## src/rtl/pika_loader_pkg.sv

```systemverilog
// Shared definitions for the instruction-memory program loader.
package pika_loader_pkg;

    localparam int LEN_W = 16;

    typedef enum logic [2:0] {
        IDLE   = 3'd0,
        LEN_LO = 3'd1,
        LEN_HI = 3'd2,
        DATA   = 3'd3,
        CHECK  = 3'd4,
        DONE   = 3'd5,
        ERROR  = 3'd6
    } state_t;

    localparam logic [1:0] ERR_NONE = 2'd0;
    localparam logic [1:0] ERR_LEN  = 2'd1;
    localparam logic [1:0] ERR_CHK  = 2'd2;

endpackage

```

## src/rtl/imem_loader_byte_packer.sv

```systemverilog
// Packs a byte stream LSB-first into 32-bit words and emits a one-cycle
// word-valid pulse together with the completed word.
module byte_packer (
    input  logic        clk,
    input  logic        reset,
    input  logic        clr_i,
    input  logic        byte_valid_i,
    input  logic [7:0]  byte_i,
    output logic        word_valid_o,
    output logic [31:0] word_o
);

    logic [1:0]  idx_q;
    logic [31:0] shift_q;
    logic [31:0] shift_d;
    logic        word_valid_q;
    logic [31:0] word_q;

    // New bytes enter at the top so the first byte ends up in bits [7:0].
    assign shift_d = {byte_i, shift_q[31:8]};

    // Byte index, shift register and registered word/pulse outputs.
    always_ff @(posedge clk) begin
        if (!reset) begin
            idx_q        <= 2'd0;
            shift_q      <= 32'd0;
            word_valid_q <= 1'b0;
            word_q       <= 32'd0;
        end else begin
            word_valid_q <= 1'b0;
            if (clr_i) begin
                idx_q   <= 2'd0;
                shift_q <= 32'd0;
                word_q  <= 32'd0;
            end else if (byte_valid_i) begin
                shift_q <= shift_d;
                idx_q   <= idx_q + 2'd1;
                if (idx_q == 2'd3) begin
                    word_valid_q <= 1'b1;
                    word_q       <= shift_d;
                end
            end
        end
    end

    assign word_valid_o = word_valid_q;
    assign word_o       = word_q;

endmodule

```

## src/rtl/imem_loader.sv

```systemverilog
// Framed byte-stream program loader: LEN_LO, LEN_HI, 4N payload bytes, CHK.
// Writes words to instruction memory and holds the core until a good image.
//
//   state  | meaning
//   IDLE   | after reset, waiting for start
//   LEN_LO | accepting low length byte
//   LEN_HI | accepting high length byte, validating N
//   DATA   | accepting 4N payload bytes
//   CHECK  | accepting and comparing checksum byte
//   DONE   | good image loaded, core released
//   ERROR  | bad length or checksum, core held
module imem_loader
    import pika_loader_pkg::*;
#(
    parameter int ADDR_W = 8,
    parameter int DEPTH  = 256
) (
    input  logic              clk,
    input  logic              reset,
    input  logic              start,
    input  logic [7:0]        rx_data,
    input  logic              rx_valid,
    output logic              rx_ready,
    output logic              imem_we,
    output logic [ADDR_W-1:0] imem_waddr,
    output logic [31:0]       imem_wdata,
    output logic              cpu_hold,
    output logic              busy,
    output logic              done,
    output logic [1:0]        err_code
);

    state_t              state_q;
    logic [LEN_W-1:0]    len_q;
    logic [LEN_W-1:0]    len_d;
    logic [LEN_W+1:0]    byte_cnt_q;
    logic [LEN_W+1:0]    last_idx;
    logic [LEN_W-1:0]    wcnt_q;
    logic [7:0]          chk_q;
    logic                rx_ready_q;
    logic                busy_q;
    logic                done_q;
    logic                cpu_hold_q;
    logic [1:0]          err_q;
    logic [ADDR_W-1:0]   waddr_q;

    logic accept;
    logic start_ok;
    logic len_bad;

    assign accept   = rx_valid && rx_ready_q;
    assign start_ok = start && (state_q == IDLE || state_q == DONE || state_q == ERROR);
    assign len_d    = {rx_data, len_q[7:0]};
    assign len_bad  = (len_d == '0) || ({1'b0, len_d} > (LEN_W+1)'(DEPTH));
    assign last_idx = {len_q, 2'b00} - (LEN_W+2)'(1);

    byte_packer u_packer (
        .clk          (clk),
        .reset        (reset),
        .clr_i        (start_ok),
        .byte_valid_i (accept && (state_q == DATA)),
        .byte_i       (rx_data),
        .word_valid_o (imem_we),
        .word_o       (imem_wdata)
    );

    // Frame sequencing, counters, checksum and all registered status outputs.
    always_ff @(posedge clk) begin
        if (!reset) begin
            state_q    <= IDLE;
            len_q      <= '0;
            byte_cnt_q <= '0;
            wcnt_q     <= '0;
            chk_q      <= 8'd0;
            rx_ready_q <= 1'b0;
            busy_q     <= 1'b0;
            done_q     <= 1'b0;
            cpu_hold_q <= 1'b1;
            err_q      <= ERR_NONE;
            waddr_q    <= '0;
        end else begin
            case (state_q)
                IDLE, DONE, ERROR: begin
                    if (start) begin
                        state_q    <= LEN_LO;
                        rx_ready_q <= 1'b1;
                        busy_q     <= 1'b1;
                        cpu_hold_q <= 1'b1;
                        done_q     <= 1'b0;
                        err_q      <= ERR_NONE;
                        chk_q      <= 8'd0;
                        byte_cnt_q <= '0;
                        wcnt_q     <= '0;
                    end
                end
                LEN_LO: begin
                    if (accept) begin
                        len_q   <= {len_q[LEN_W-1:8], rx_data};
                        state_q <= LEN_HI;
                    end
                end
                LEN_HI: begin
                    if (accept) begin
                        len_q <= len_d;
                        if (len_bad) begin
                            state_q    <= ERROR;
                            err_q      <= ERR_LEN;
                            rx_ready_q <= 1'b0;
                            busy_q     <= 1'b0;
                        end else begin
                            state_q <= DATA;
                        end
                    end
                end
                DATA: begin
                    if (accept) begin
                        chk_q      <= chk_q ^ rx_data;
                        byte_cnt_q <= byte_cnt_q + (LEN_W+2)'(1);
                        if (byte_cnt_q[1:0] == 2'b11) begin
                            waddr_q <= wcnt_q[ADDR_W-1:0];
                            wcnt_q  <= wcnt_q + LEN_W'(1);
                        end
                        if (byte_cnt_q == last_idx) begin
                            state_q <= CHECK;
                        end
                    end
                end
                CHECK: begin
                    if (accept) begin
                        rx_ready_q <= 1'b0;
                        busy_q     <= 1'b0;
                        if (rx_data == chk_q) begin
                            state_q    <= DONE;
                            done_q     <= 1'b1;
                            cpu_hold_q <= 1'b0;
                        end else begin
                            state_q <= ERROR;
                            err_q   <= ERR_CHK;
                        end
                    end
                end
                default: state_q <= IDLE;
            endcase
        end
    end

    assign rx_ready   = rx_ready_q;
    assign imem_waddr = waddr_q;
    assign cpu_hold   = cpu_hold_q;
    assign busy       = busy_q;
    assign done       = done_q;
    assign err_code   = err_q;

endmodule

```

## config.mk

```make
export PLATFORM = sky130hd
export DESIGN_NAME = imem_loader
export DESIGN_NICKNAME = d
export VERILOG_FILES = /design/src/rtl/pika_loader_pkg.sv /design/src/rtl/imem_loader_byte_packer.sv /design/src/rtl/imem_loader.sv
export SDC_FILE = /design/constraint.sdc
export NUM_CORES = 1
export LEC_CHECK = 0
export BUFFER_PORTS_ARGS = -buffer_cell sky130_fd_sc_hd__buf_2
export CAP_MARGIN = 0
export CORE_MARGIN = 5
export CORE_UTILIZATION = 35
export CTS_CLUSTER_DIAMETER = 80
export CTS_CLUSTER_SIZE = 40
export DETAILED_ROUTE_END_ITERATION = 6
export HOLD_SLACK_MARGIN = 0.06
export PLACE_DENSITY = 0.64
export SETUP_SLACK_MARGIN = 0.4
export SYNTH_ARGS = -nofsm -noshare
export SYNTH_HDL_FRONTEND = slang
export SYNTH_SLANG_ARGS = --single-unit
export TNS_END_PERCENT = 30
```

## constraint.sdc

```tcl
create_clock -name clk -period 2.2 [get_ports clk]
set_input_delay 0.11 -clock clk [delete_from_list [all_inputs] [get_ports clk]]
set_output_delay 0.11 -clock clk [all_outputs]
set_load 0.1 [all_outputs]
```

# ---- After elaboration in Yosys (flattened, before gate mapping)
# Cells that the tools add are included.
dict set report classes {
  n_addsub 4
  n_mul 0
  div 0
  magnitude_cmp 1
  n_eq_ne 20
  n_shift 0
  n_mux 41
  bitwise 5
  reduce_logical 24
}
# op n
set op_table {}
lappend op_table {{16-bit two-way mux} 4}
lappend op_table {{16-bit one-hot mux with 2 select lines} 2}
lappend op_table {{18-bit two-way mux} 2}
lappend op_table {{18-bit one-hot mux with 2 select lines} 1}
lappend op_table {{8-bit two-way mux} 3}
lappend op_table {{3-bit two-way mux} 7}
lappend op_table {{18-bit by 1-bit adder with 18-bit output, second input constant} 1}
lappend op_table {{18-bit equality test} 1}
lappend op_table {{18-bit by 1-bit subtractor with 18-bit output, second input constant} 1}
lappend op_table {{16-bit by 1-bit adder with 16-bit output, second input constant} 1}
lappend op_table {{16-bit by 9-bit > comparator with 1-bit output, second input constant} 1}
lappend op_table {{16-bit logical NOT} 1}
lappend op_table {{2-bit inequality test, second input constant} 8}
lappend op_table {{8-bit one-hot mux with 2 select lines} 1}
lappend op_table {{3-bit one-hot mux with 5 select lines} 1}
lappend op_table {{2-bit two-way mux} 6}
lappend op_table {{3-bit AND reduction} 4}
lappend op_table {{6-bit AND reduction} 2}
lappend op_table {{1-bit two-way mux} 10}
lappend op_table {{3-bit equality test, second input constant} 3}
lappend op_table {{8-bit equality test} 1}
lappend op_table {{4-bit AND reduction} 2}
lappend op_table {{8-bit bitwise XOR} 1}
lappend op_table {{3-bit by 2-bit equality test with 1-bit output, second input constant} 2}
lappend op_table {{other kinds (17)} 29}
dict set report totals {
  register_bits 141
  latch_bits 0
  ramBits 0
  romBits 0
  inputBits 12
  out_inout_bits 47
  elab_cells 110
  memories 0
}

# ---- Logic depth before layout (Yosys ltp)
# Gate-level depths: netlist of the first run.
dict set report depth {
  ltp_word 5
  depth_mapped 9
  ltp_nobuf 9
}

# ---- By module
# Synthesis of the first run repeated with hierarchy kept, for this count alone.
dict set report unflattened {
  cells_unflattened 709
  area_unflattened_um2 6183.4
}
# mod n_inst cells_each area_each_um2 seq_area_each_um2
set by_module_without_submodules {}
lappend by_module_without_submodules {imem_loader 1 474 3709.8 1321.3}
lappend by_module_without_submodules {byte_packer 1 235 2473.6 1181.1}

# ---- Least setup slack after synthesis of the first run
# OpenSTA, ideal clock, no wires.
dict set report synth_path {
  path_kind {reg2reg}
  from {register, netlist name busy}
  to {register byte_cnt_q[17]}
  setup_ps 128
  arrival_time_ps 2629
  required_ps 2072
  slack_ps -557
  stages_incl_launch_ff 8
  n_path_buf 0
  synth_period_minus_slack_ps 2757
  path_cell_list {dfxtp_1 -> nand2_1 -> o22ai_1 -> a21oi_1 -> nor4_1 -> nand4_1 -> xor2_1 -> nor2_1}
}
# element line
set synth_lines {}
lappend synth_lines {{to (signal assigned)} imem_loader.sv:118} ;# byte_cnt_q <= byte_cnt_q + (LEN_W+2)'(1);
lappend synth_lines {{to (decl)} imem_loader.sv:36} ;# logic [LEN_W+1:0] byte_cnt_q;

# ---- Final worst setup path of the first run
dict set report layout_path {
  from {register len_q[6]}
  to {register state_q[2]}
}
dict set report layout_between {
  elab_chain_cells 5
  elab_cells_between_ends 10
  cone_classes {add/sub: 1; order compare: 1; eq/ne: 2; mux: 3; reduce/logical: 3}
}
# element line
set layout_lines {}
lappend layout_lines {{from (decl)} imem_loader.sv:34} ;# logic [LEN_W-1:0] len_q;
lappend layout_lines {{from (signal assigned)} imem_loader.sv:98} ;# len_q <= {len_q[LEN_W-1:8], rx_data};
lappend layout_lines {{from (signal assigned)} imem_loader.sv:104} ;# len_q <= len_d;
lappend layout_lines {{branches (longest 5 deep; another with 18-bit by 1-bit subtractor with 18-bit output)} -}
lappend layout_lines {{to (signal assigned)} imem_loader.sv:85} ;# state_q <= LEN_LO;
lappend layout_lines {{to (signal assigned)} imem_loader.sv:106} ;# state_q <= ERROR;
lappend layout_lines {{to (signal assigned)} imem_loader.sv:111} ;# state_q <= DATA;
lappend layout_lines {{to (decl)} imem_loader.sv:33} ;# state_t state_q;
# Parallel ways; which one is timed is not known. The select of a mux whose other input is x is not followed.
# A chain may end at the register's enable or synchronous reset.

==> reports/qor.yml, run 1 <==
crit_top_cell: "or3_1"
use_met1_pct: 23.8
yosysSeqAreaShare_pct: 43.7
path_cells: "nor4_4 -> buf_4 -> nand3_2 -> or3_1 -> a21oi_2 -> o2111ai_2 -> or3_1 -> a31oi_1"
grt_pass1_wl_mm: 24.6
finalCriticalPeriod_ns: 2.17
clk_pin_slew_worst_paths_ns: 0.05
synth_edf_count: 0
gp_congestion: 0.851
p_sw_mw: 2.19
core_sq_um: 15900
avgSynthCellArea_sq_um: 7.73
use_met2_pct: 23.3
crit_type: "reg -> reg"
fin_skew_ns: 0.00686
synth_commonest_cells: "nand2_1, dfxtp_1, a21oi_1"
multiInputGateArea_sq_um: 3130
cp_top_family: "simple AND/OR/NAND/NOR gates"
power_density_nw_per_um2: 947
syn_to_final_growth_pct: 30.3
ff2ff_setup_slack_ns: 0.03
final_layout_size_suffix_gt1_share_pct: 23.6
yosysMostFrequentCell: "nand2_1"
yosys-top-cells-area: "dfxtp_1, nand2_1, a21oi_1"
die_area_sq_um: 19000
tns_ns: 0
cp.depth: 8
yosysTopAreaCell: "dfxtp_1"
synthCells: 741
leakage_nw: 2.86
port_buffers: 58
fin_util_pct: 46.8
grtUsageTotal_pct: 16.4
cp_slowest_cell: "or3_1"
syn-cell-area_sq_um: 5720
slew_violations: 0
place_hpwl_mm: 10.3
avgViaCountPerCell: 5.00
rsz0062_at_grt: "true"
met3_usage_pct: 3.99
yosysWarnings: 0
vias: 5295
seq_area_sq_um: 2520
required_ns: 2.53
first_global_vias: 4881
fillers: 1574
critPathLaunchType: "flop"
p_clk_share_pct: 40.9
drt_iter0_markers: 468
dp_slack_ns: -0.0754
fin_area_sq_um: 7460
antenna_cells: 0
synth.top_cell.area_share_pct: 43.7
post-route-period-util_pct: 98.5
cp_max_fo: 6
tritoncts: "done"
worst_slack_ns: 0.0334
ys_types: 52
ios: 59
top_usage_layer: "met1"
drc: 0
postRouteWirelength_mm: 15.1
crit_end: "state_q[2]"
synthArstFlopShare_pct: 0
grt_max_degree: 34
critPathArrivalTime_ns: 2.50
clkLatencyLatePin_ns: 0.42
rr_endpoint: "state_q[2]"
syn-num-nets: 758
routedWlPerCell_um: 14.3
overflow: 0
status: "finished clean"
swShare_pct: 31.1
crit_buf_inv: 1
regToRegStartpoint: "len_q[6]"
worst_slew_margin_rel_pct: 67.2
power_frac_comb_pct: 24.4
die_w_um: 138
dr.pass1.iters: 5
fp.dieH_um: 138
irDropWorstVdd_v: 0.000545
cts.sinks: 125
max_freq_mhz: 462
finalNetCount: 849
intPower_mw: 4.87
synth_seq_cells: 125
synth_ff_type: "dfxtp_1"
max_stage_delay_ns: 0.40
rows: 46
clockBufferDepth: 2
cp-startpoint: "len_q[6]"
htree_num_levels: 4
seqPwrFrac_pct: 34.7
ff2ff_path_depth: 8
worstMarginPinSlew_ns: 0.496
cts_buffers: 17
antenna_found_initial: 0
placed_area_sq_um: 6490
cp-end-kind: "flop"
antenna_left: 0
cap_violations: 0
min_from: "reset"
clk_root_buffer_cell: "clkbuf_16"
hold_viol: 0
hold_class: "in -> reg"
initial_core_util_pct: 35.9
setup_viol: 0
-- kinds of logic after synthesis --
kind of cell               Yosys count  synth area share, %
and+or+nand+nor                    330                 26.8
AOI/OAI and AO/OA                  166                 15.7
DFF                                125                 43.7
buffers and inverters               63                 4.74
xor gates and xnor gates            49                 7.50
adders and majority gates            5                 1.09
muxes                                3                0.525
-- area by class of cell --
| class | count | area share (%) |
|---|---|---|
| clock buffers | 23 | 6.68 |
| clock inverters | 6 | 1.46 |
| well taps | 216 | 3.62 |
| flip-flops and latches | 125 | 33.8 |
| multi-input cells | 553 | 42.0 |
| repair buffers | 126 | 11.9 |
| inverters | 9 | 0.520 |
-- metal layers --
layer | vias up | part of all wire, %
met5 | - | 0
met4 | 0 | 1.9
met3 | 19 | 5.8
met2 | 136 | 43
met1 | 2457 | 49
li1 | 2683 | -
-- flip-flops by register name, summed over array words and instances, names as in the netlist --
register	cells
u_packer.idx_q	2
chk_q	8
u_packer.word_o	32
len_q	16
wcnt_q	8
imem_waddr	8
err_code	2
done	1
cpu_hold	1
state_q	3
byte_cnt_q	18
u_packer.word_valid_o	1
u_packer.shift_q	24
busy	1
-- what timing repair did --
action,4_1_cts,5_1_grt
pin swaps,9,15
hold endpoints to repair,20,0
setup buffers,10,6
endpoints found under the setup margin,106,116
gates resized for setup,13,32
hold buffers,7,0
-- how the worst min path moves through the flow --
stage,end,slack [ns],depth (start not counted)
4_1_cts,err_code[1],0.09,2
6_report,err_code[1],0.10,2
5_1_grt,err_code[1],0.12,2
3_5_place_dp,u_packer.word_o[7],0.44,2
2_1_floorplan,state_q[1],0.25,2
3_3_place_gp,u_packer.word_o[29],0.44,3
-- placed cells by master, fill, tap and decap left out, types with 3 or more instances in the layout --
| cell type | synthesis | routed |
|---|---|---|
| nand2_1 | 179 | 173 |
| dfxtp_1 | 125 | 116 |
| a21oi_1 | 102 | 99 |
| buf_2 | 15 | 58 |
| nor2_1 | 58 | 56 |
| buf_4 | 2 | 55 |
| o21ai_0 | 35 | 35 |
| xor2_1 | 26 | 26 |
| nand3_1 | 20 | 20 |
| xnor2_1 | 23 | 20 |
| nand4_1 | 17 | 17 |
| clkbuf_16 | 0 | 17 |
| and2_1 | 11 | 10 |
| nor3_1 | 8 | 8 |
| a31oi_1 | 8 | 7 |
| dlygate4sd3_1 | 0 | 7 |
| nand2b_1 | 6 | 6 |
| and3_1 | 6 | 6 |
| nand2_2 | 0 | 6 |
| nor4_4 | 4 | 5 |
| inv_1 | 7 | 5 |
| dfxtp_2 | 0 | 5 |
| clkbuf_8 | 0 | 5 |
| buf_12 | 0 | 5 |
| dfxtp_4 | 0 | 4 |
| or3_1 | 4 | 3 |
| mux2i_1 | 3 | 3 |
| xnor2_2 | 0 | 3 |
| nor4_1 | 5 | 3 |
| ha_1 | 5 | 3 |
| bufinv_16 | 0 | 3 |
-- power by group through the flow --
| stage | Combinational, mW | Sequential [mW] | Clock, mW |
|---|---|---|---|
| finish | 1.72 | 2.45 | 2.89 |
| global route | 1.87 | 2.46 | 3.02 |
| detailed placement | 1.56 | 2.48 | 0 |
| floorplan | 0.919 | 2.62 | 0 |
| global placement | 1.56 | 2.48 | 0 |
| CTS | 1.62 | 2.43 | 2.93 |
-- through the flow --
stage               power (mW)  cells  hold WS [ns]
finish                    7.06   1058         0.102
global route              7.35   1058         0.120
CTS                       6.98   1052        0.0911
detailed placement        4.04   1006         0.443
global placement          4.04   1006         0.440
floorplan                 3.54    741         0.252
Power figures use the tool's default switching activity.
==> inputs of run 2 (changes only) <==
--- a/config.mk
+++ b/config.mk
@@ -7,13 +7,16 @@
 export LEC_CHECK = 0
 export BUFFER_PORTS_ARGS = -buffer_cell sky130_fd_sc_hd__buf_2
 export CAP_MARGIN = 0
+export CELL_PAD_IN_SITES_DETAIL_PLACEMENT = 1
+export CELL_PAD_IN_SITES_GLOBAL_PLACEMENT = 1
+export CORE_ASPECT_RATIO = 0.9
 export CORE_MARGIN = 5
 export CORE_UTILIZATION = 35
 export CTS_CLUSTER_DIAMETER = 80
 export CTS_CLUSTER_SIZE = 40
 export DETAILED_ROUTE_END_ITERATION = 6
 export HOLD_SLACK_MARGIN = 0.06
-export PLACE_DENSITY = 0.64
+export PLACE_DENSITY = 0.79
 export SETUP_SLACK_MARGIN = 0.4
 export SYNTH_ARGS = -nofsm -noshare
 export SYNTH_HDL_FRONTEND = slang
==> run 2 against run 1 <==
  * Sequential power is essentially flat
  * Critical path depth stayed put
  * Combinational power up 3%
  * Largest cell class unchanged
==> reports/qor.yml, run 2 (synthesized netlist as in run 1, its figures left out) <==
status: "finished clean"
syn_to_final_growth_pct: 28.0
cp_slowest_cell: "or3_1"
tritoncts: "done"
grtUsageTotal_pct: 19.2  # +2.7 points
post-route-period-util_pct: 98.7  # +0.26 points
core_sq_um: 16100  # +0.83%
critPathLaunchType: "flop"
setup_viol: 0  # unchanged
cp-end-kind: "flop"
die_w_um: 145  # +5.0%
routedWlPerCell_um: 17.6  # +23%
ff2ff_path_depth: 8  # unchanged
crit_type: "reg -> reg"
htree_num_levels: 4  # unchanged
rows: 44  # -4.3%
worstMarginPinSlew_ns: 0.500  # +0.00399 ns
path_cells: "nor4_4 -> buf_6 -> nand3_2 -> or3_4 -> a21oi_4 -> o2111ai_2 -> or3_1 -> a31oi_1"
dp_slack_ns: -0.105  # -0.0298 ns
hold_class: "in -> reg"
clk_root_buffer_cell: "clkbuf_16"
finalCriticalPeriod_ns: 2.17  # +0.00580 ns
grt_max_degree: 44  # +29%
rsz0062_at_grt: "true"
drc: 0  # unchanged
max_freq_mhz: 460  # -0.27%
hold_depth: 3  # +1
worst_slack_ns: 0.0276  # -0.00580 ns
hold_viol: 0  # unchanged
largest_register_ffs: 32  # unchanged
gp_congestion: 0.829  # -2.7%
antenna_cells: 0  # unchanged
worst_slew_margin_rel_pct: 66.9  # -0.26 points
port_buffers: 58  # unchanged
fp.dieH_um: 131  # -4.8%
avgViaCountPerCell: 5.27  # +5.3%
clk_pin_slew_worst_paths_ns: 0.06  # about the same
dr.pass1.iters: 4  # -1
max_stage_delay_ns: 0.40  # about the same
clkLatencyLatePin_ns: 0.43  # about the same
irDropWorstVdd_v: 0.000930  # +71%
leakage_nw: 2.77  # -2.8%
fillers: 1957  # +24%
critPathArrivalTime_ns: 2.53  # +0.03 ns
initial_core_util_pct: 35.6  # -0.30 points
postRouteWirelength_mm: 18.3  # +21%
die_area_sq_um: 19000  # about the same
fin_skew_ns: 0.00658  # -0.000281 ns
finalNetCount: 841  # -0.94%
multiInputGateArea_sq_um: 3130  # about the same
cap_violations: 0  # unchanged
overflow: 0  # unchanged
cts.sinks: 125  # unchanged
seq_area_sq_um: 2520  # -0.15%
vias: 5503  # +3.9%
clockBufferDepth: 2  # unchanged
place_hpwl_mm: 12.2  # +18%
power_density_nw_per_um2: 935  # -1.2%
cts_buffers: 17  # unchanged
slew_violations: 0  # unchanged
antenna_left: 0  # unchanged
final_layout_size_suffix_gt1_share_pct: 21.7  # -1.9 points
first_global_vias: 5585  # +14%
final_cell_mix: "nand2_1, dfxtp_1, a21oi_1"
holdWs_ns: 0.0782  # -0.0236 ns
final_common_cell: "nand2_1"
antenna_found_initial: 0  # unchanged
cp_max_fo: 5  # -1
ios: 59  # unchanged
required_ns: 2.55  # +0.02 ns
grt_pass1_wl_mm: 29.3  # +19%
drt_iter0_markers: 406  # -13%
-- run 2: repair_timing --
item	4_1_cts	5_1_grt
endpoints found under the setup margin	114	111
endpoints found under the hold margin	22	0
setup buffers	9	0
pin swaps	14	8
resized for setup	27	15
gates cloned	1	0
hold buffers	12	0
-- run 2: worst paths after layout --
path                       start              endpoint  slack [ns]
max                     len_q[6]            state_q[2]        0.03
min                   rx_data[1]  u_packer.shift_q[25]        0.08
max reg2reg             len_q[6]            state_q[2]        0.03
min reg2reg  u_packer.word_o[10]   u_packer.word_o[10]        0.45
-- run 2: critical path, delay by kind of cell, from the launching register on --
family                 cells  cell delay, ns
AND/OR/NAND/NOR            4            1.16
flip-flops                 1            0.33
AO/OA/AOI/OAI              3            0.43
buffers and inverters      1            0.17
-- run 2: where the power goes --
group          total (mW)  switching, mW  leakage (nW)  internal [mW]
Sequential           2.43         0.0933          1.01           2.34
Combinational        1.77           1.19          1.49          0.574
Clock                2.66           1.03         0.271           1.63
Total                6.85           2.31          2.77           4.54
-- run 2: routing by layer --
metal | up-vias | track usage (%) | part of all wire [%]
met5 | - | 0 | 0
met4 | 0 | 6.22 | 1.8
met3 | 30 | 4.51 | 5.4
met2 | 137 | 29.5 | 46
met1 | 2667 | 26.5 | 47
li1 | 2669 | - | -
-- run 2: final cells by class --
type	count	area share [%]
well taps	207	3.54
clock inverters	11	1.25
flip-flops and latches	125	34.4
repair buffers	118	11.2
clock buffers	21	6.42
inverters	9	0.495
multi-input cells	553	42.7
-- run 2: metrics by stage --
stage / instance area, sq um / TNS [ns] / power, mW / cells / utilization (%)
final: 7320 / 0 / 6.85 / 1044 / 45.6
after global routing: 7320 / -0.155 / 7.11 / 1044 / 45.6
after CTS: 7250 / 0 / 6.81 / 1044 / 45.1
after detailed placement: 6410 / -0.185 / 4.02 / 990 / 39.9
after global placement: 6410 / 0 / 3.99 / 990 / 39.9
after floorplan: 5800 / 0 / 3.54 / 741 / -
==> inputs of run 3 (changes only) <==
--- a/config.mk
+++ b/config.mk
@@ -17,7 +17,6 @@
 export DETAILED_ROUTE_END_ITERATION = 6
 export HOLD_SLACK_MARGIN = 0.06
 export PLACE_DENSITY = 0.79
-export SETUP_SLACK_MARGIN = 0.4
 export SYNTH_ARGS = -nofsm -noshare
 export SYNTH_HDL_FRONTEND = slang
 export SYNTH_SLANG_ARGS = --single-unit
==> constraint.sdc (replaced) <==
create_clock -name clk -period 2.2 [get_ports clk]
set_input_delay 0.44 -clock clk [delete_from_list [all_inputs] [get_ports clk]]
set_output_delay 0.44 -clock clk [all_outputs]
set_load 0.1 [all_outputs]
==> run 3 against run 2 <==
  * The flow now finishes with violations (negative setup slack)
  * First-iteration DRC count is 13% lower
  * Utilization down 0.99 points
  * Hold slack better by 0.28 ns
  * Largest power group unchanged
  * Final area is 2.2% lower
  * Fmax fell by 5.1%
  * Via count increased by 0.24%
==> reports/qor.yml, run 3 (synthesized netlist as in run 1, its figures left out) <==
status: "finished, violations left"
violations: "negative setup slack"
hold_depth: 3  # unchanged
fin_skew_ns: 0.0246  # +0.0181 ns
antenna_cells: 0  # unchanged
port_buffers: 58  # unchanged
cp_slowest_cell: "a311oi_1"
die_w_um: 145  # unchanged
clk_pin_slew_worst_paths_ns: 0.06  # about the same
syn_to_final_growth_pct: 25.2
critPathLaunchType: "flop"
clockBufferDepth: 2  # unchanged
post-route-period-util_pct: 104  # +5.3 points
cp_top_family: "compound AO/OA/AOI/OAI gates"
place_hpwl_mm: 12.2  # +0.60%
critPathArrivalTime_ns: 2.62  # +0.09 ns
cp.depth: 9  # +1
irDropWorstVdd_v: 0.000835  # -10%
finalCriticalPeriod_ns: 2.29  # +0.116 ns
fin_util_pct: 44.6  # -0.99 points
die_area_sq_um: 19000  # unchanged
final_common_cell: "nand2_1"
crit_buf_inv: 1  # unchanged
crit_type: "reg -> reg"
antenna_found_initial: 0  # unchanged
path_cells: "inv_1 -> ha_2 -> nor3b_4 -> a31oi_1 -> a311oi_1 -> a211oi_2 -> o2111ai_1 -> o21ai_1 -> a41oi_1"
required_ns: 2.53  # -0.02 ns
hold_viol: 0  # unchanged
rows: 44  # unchanged
cap_violations: 0  # unchanged
worst_slack_ns: -0.0889  # -0.116 ns
grt_max_degree: 36  # -18%
hold_buffers: 0  # -12
fp.dieH_um: 131  # unchanged
power_mw: 7.02  # +2.4%
power_density_nw_per_um2: 979  # +4.7%
fillers: 1996  # +2.0%
cts_buffers: 17  # unchanged
setup_viol: 3  # +3
slew_violations: 0  # unchanged
drt_iter0_markers: 353  # -13%
avgViaCountPerCell: 5.32  # +0.91%
tritoncts: "done"
overflow: 0  # unchanged
max_stage_delay_ns: 0.47  # +0.07 ns
finalNetCount: 834  # -0.83%
clkLatencyLatePin_ns: 0.43  # about the same
final_layout_size_suffix_gt1_share_pct: 20.0  # -1.7 points
dp_slack_ns: -0.0180  # +0.0872 ns
worst_slew_margin_rel_pct: 66.4  # -0.54 points
cts.sinks: 125  # unchanged
cp-end-kind: "flop"
ios: 59  # unchanged
vias: 5516  # +0.24%
routedWlPerCell_um: 17.5  # -0.58%
clk_root_buffer_cell: "clkbuf_16"
postRouteWirelength_mm: 18.1  # -1.2%
final_cell_mix: "nand2_1, dfxtp_1, a21oi_1"
worstMarginPinSlew_ns: 0.503  # +0.00318 ns
leakage_nw: 2.74  # -1.3%
dr.pass1.iters: 5  # +1
antenna_left: 0  # unchanged
ff2ff_setup_slack_ns: -0.09  # -0.12 ns
initial_core_util_pct: 35.6  # unchanged
gp_congestion: 0.858  # +3.5%
rsz0062_at_grt: "true"
max_freq_mhz: 437  # -5.1%
ff2ff_path_depth: 9  # +1
core_sq_um: 16100  # unchanged
tns_ns: -0.175  # -0.175 ns
hold_class: "in -> reg"
htree_num_levels: 4  # unchanged
grtUsageTotal_pct: 19.0  # -0.15 points
cp_max_fo: 4  # -1
drc: 0  # unchanged
first_global_vias: 5540  # -0.81%
grt_pass1_wl_mm: 29.0  # -0.99%
largest_register_ffs: 32  # unchanged
## run 3: tightest hold or removal path: stages
cell     delay [ns]
buf_2          0.17
nand2_1        0.08
a21oi_1        0.06
## run 3: power by group
group          total [mW]  switching [mW]  internal [mW]
logic                1.69            1.15          0.546
registers            2.42          0.0868           2.33
clock network        2.90            1.03           1.87
total                7.02            2.27           4.75
## run 3: worst paths after layout
| check | startpoint | endpoint |
|---|---|---|
| min | rx_data[7] | len_q[15] |
| min reg2reg | u_packer.word_o[15] | u_packer.word_o[15] |
| max | len_q[0] | state_q[1] |
| max reg2reg | len_q[0] | state_q[1] |
## run 3: metal layers
layer	global-route usage [%]	vias up	wire length (um)
met5	0	-	0
met4	6.48	0	271
met3	4.61	24	1040
met2	29.0	152	8530
met1	26.2	2685	8260
li1	-	2655	-
## run 3: timing repair
item / CTS / global route
buffers inserted: 2 / 2
endpoints found under the setup margin: 3 / 17
gates resized for setup: 2 / 16
pin swaps: 2 / 7
## run 3: final cells by class
| class | count | area (sq um) | area share [%] |
|---|---|---|---|
| flip-flops and latches | 125 | 2510 | 35.0 |
| clock buffers | 22 | 474 | 6.62 |
| multi-input cells | 553 | 3010 | 42.0 |
| clock inverters | 10 | 135 | 1.89 |
| inverters | 9 | 33.8 | 0.471 |
| well taps | 207 | 259 | 3.61 |
| repair buffers | 111 | 746 | 10.4 |
## run 3: through the flow
step                      std cells  instance area [sq um]  hold slack [ns]
after global placement         1001                   6460            0.441
after global routing           1037                   7170            0.368
final                          1037                   7170            0.360
after floorplan                 741                   5730            0.432
after detailed placement       1001                   6460            0.445
after CTS                      1035                   7090            0.338
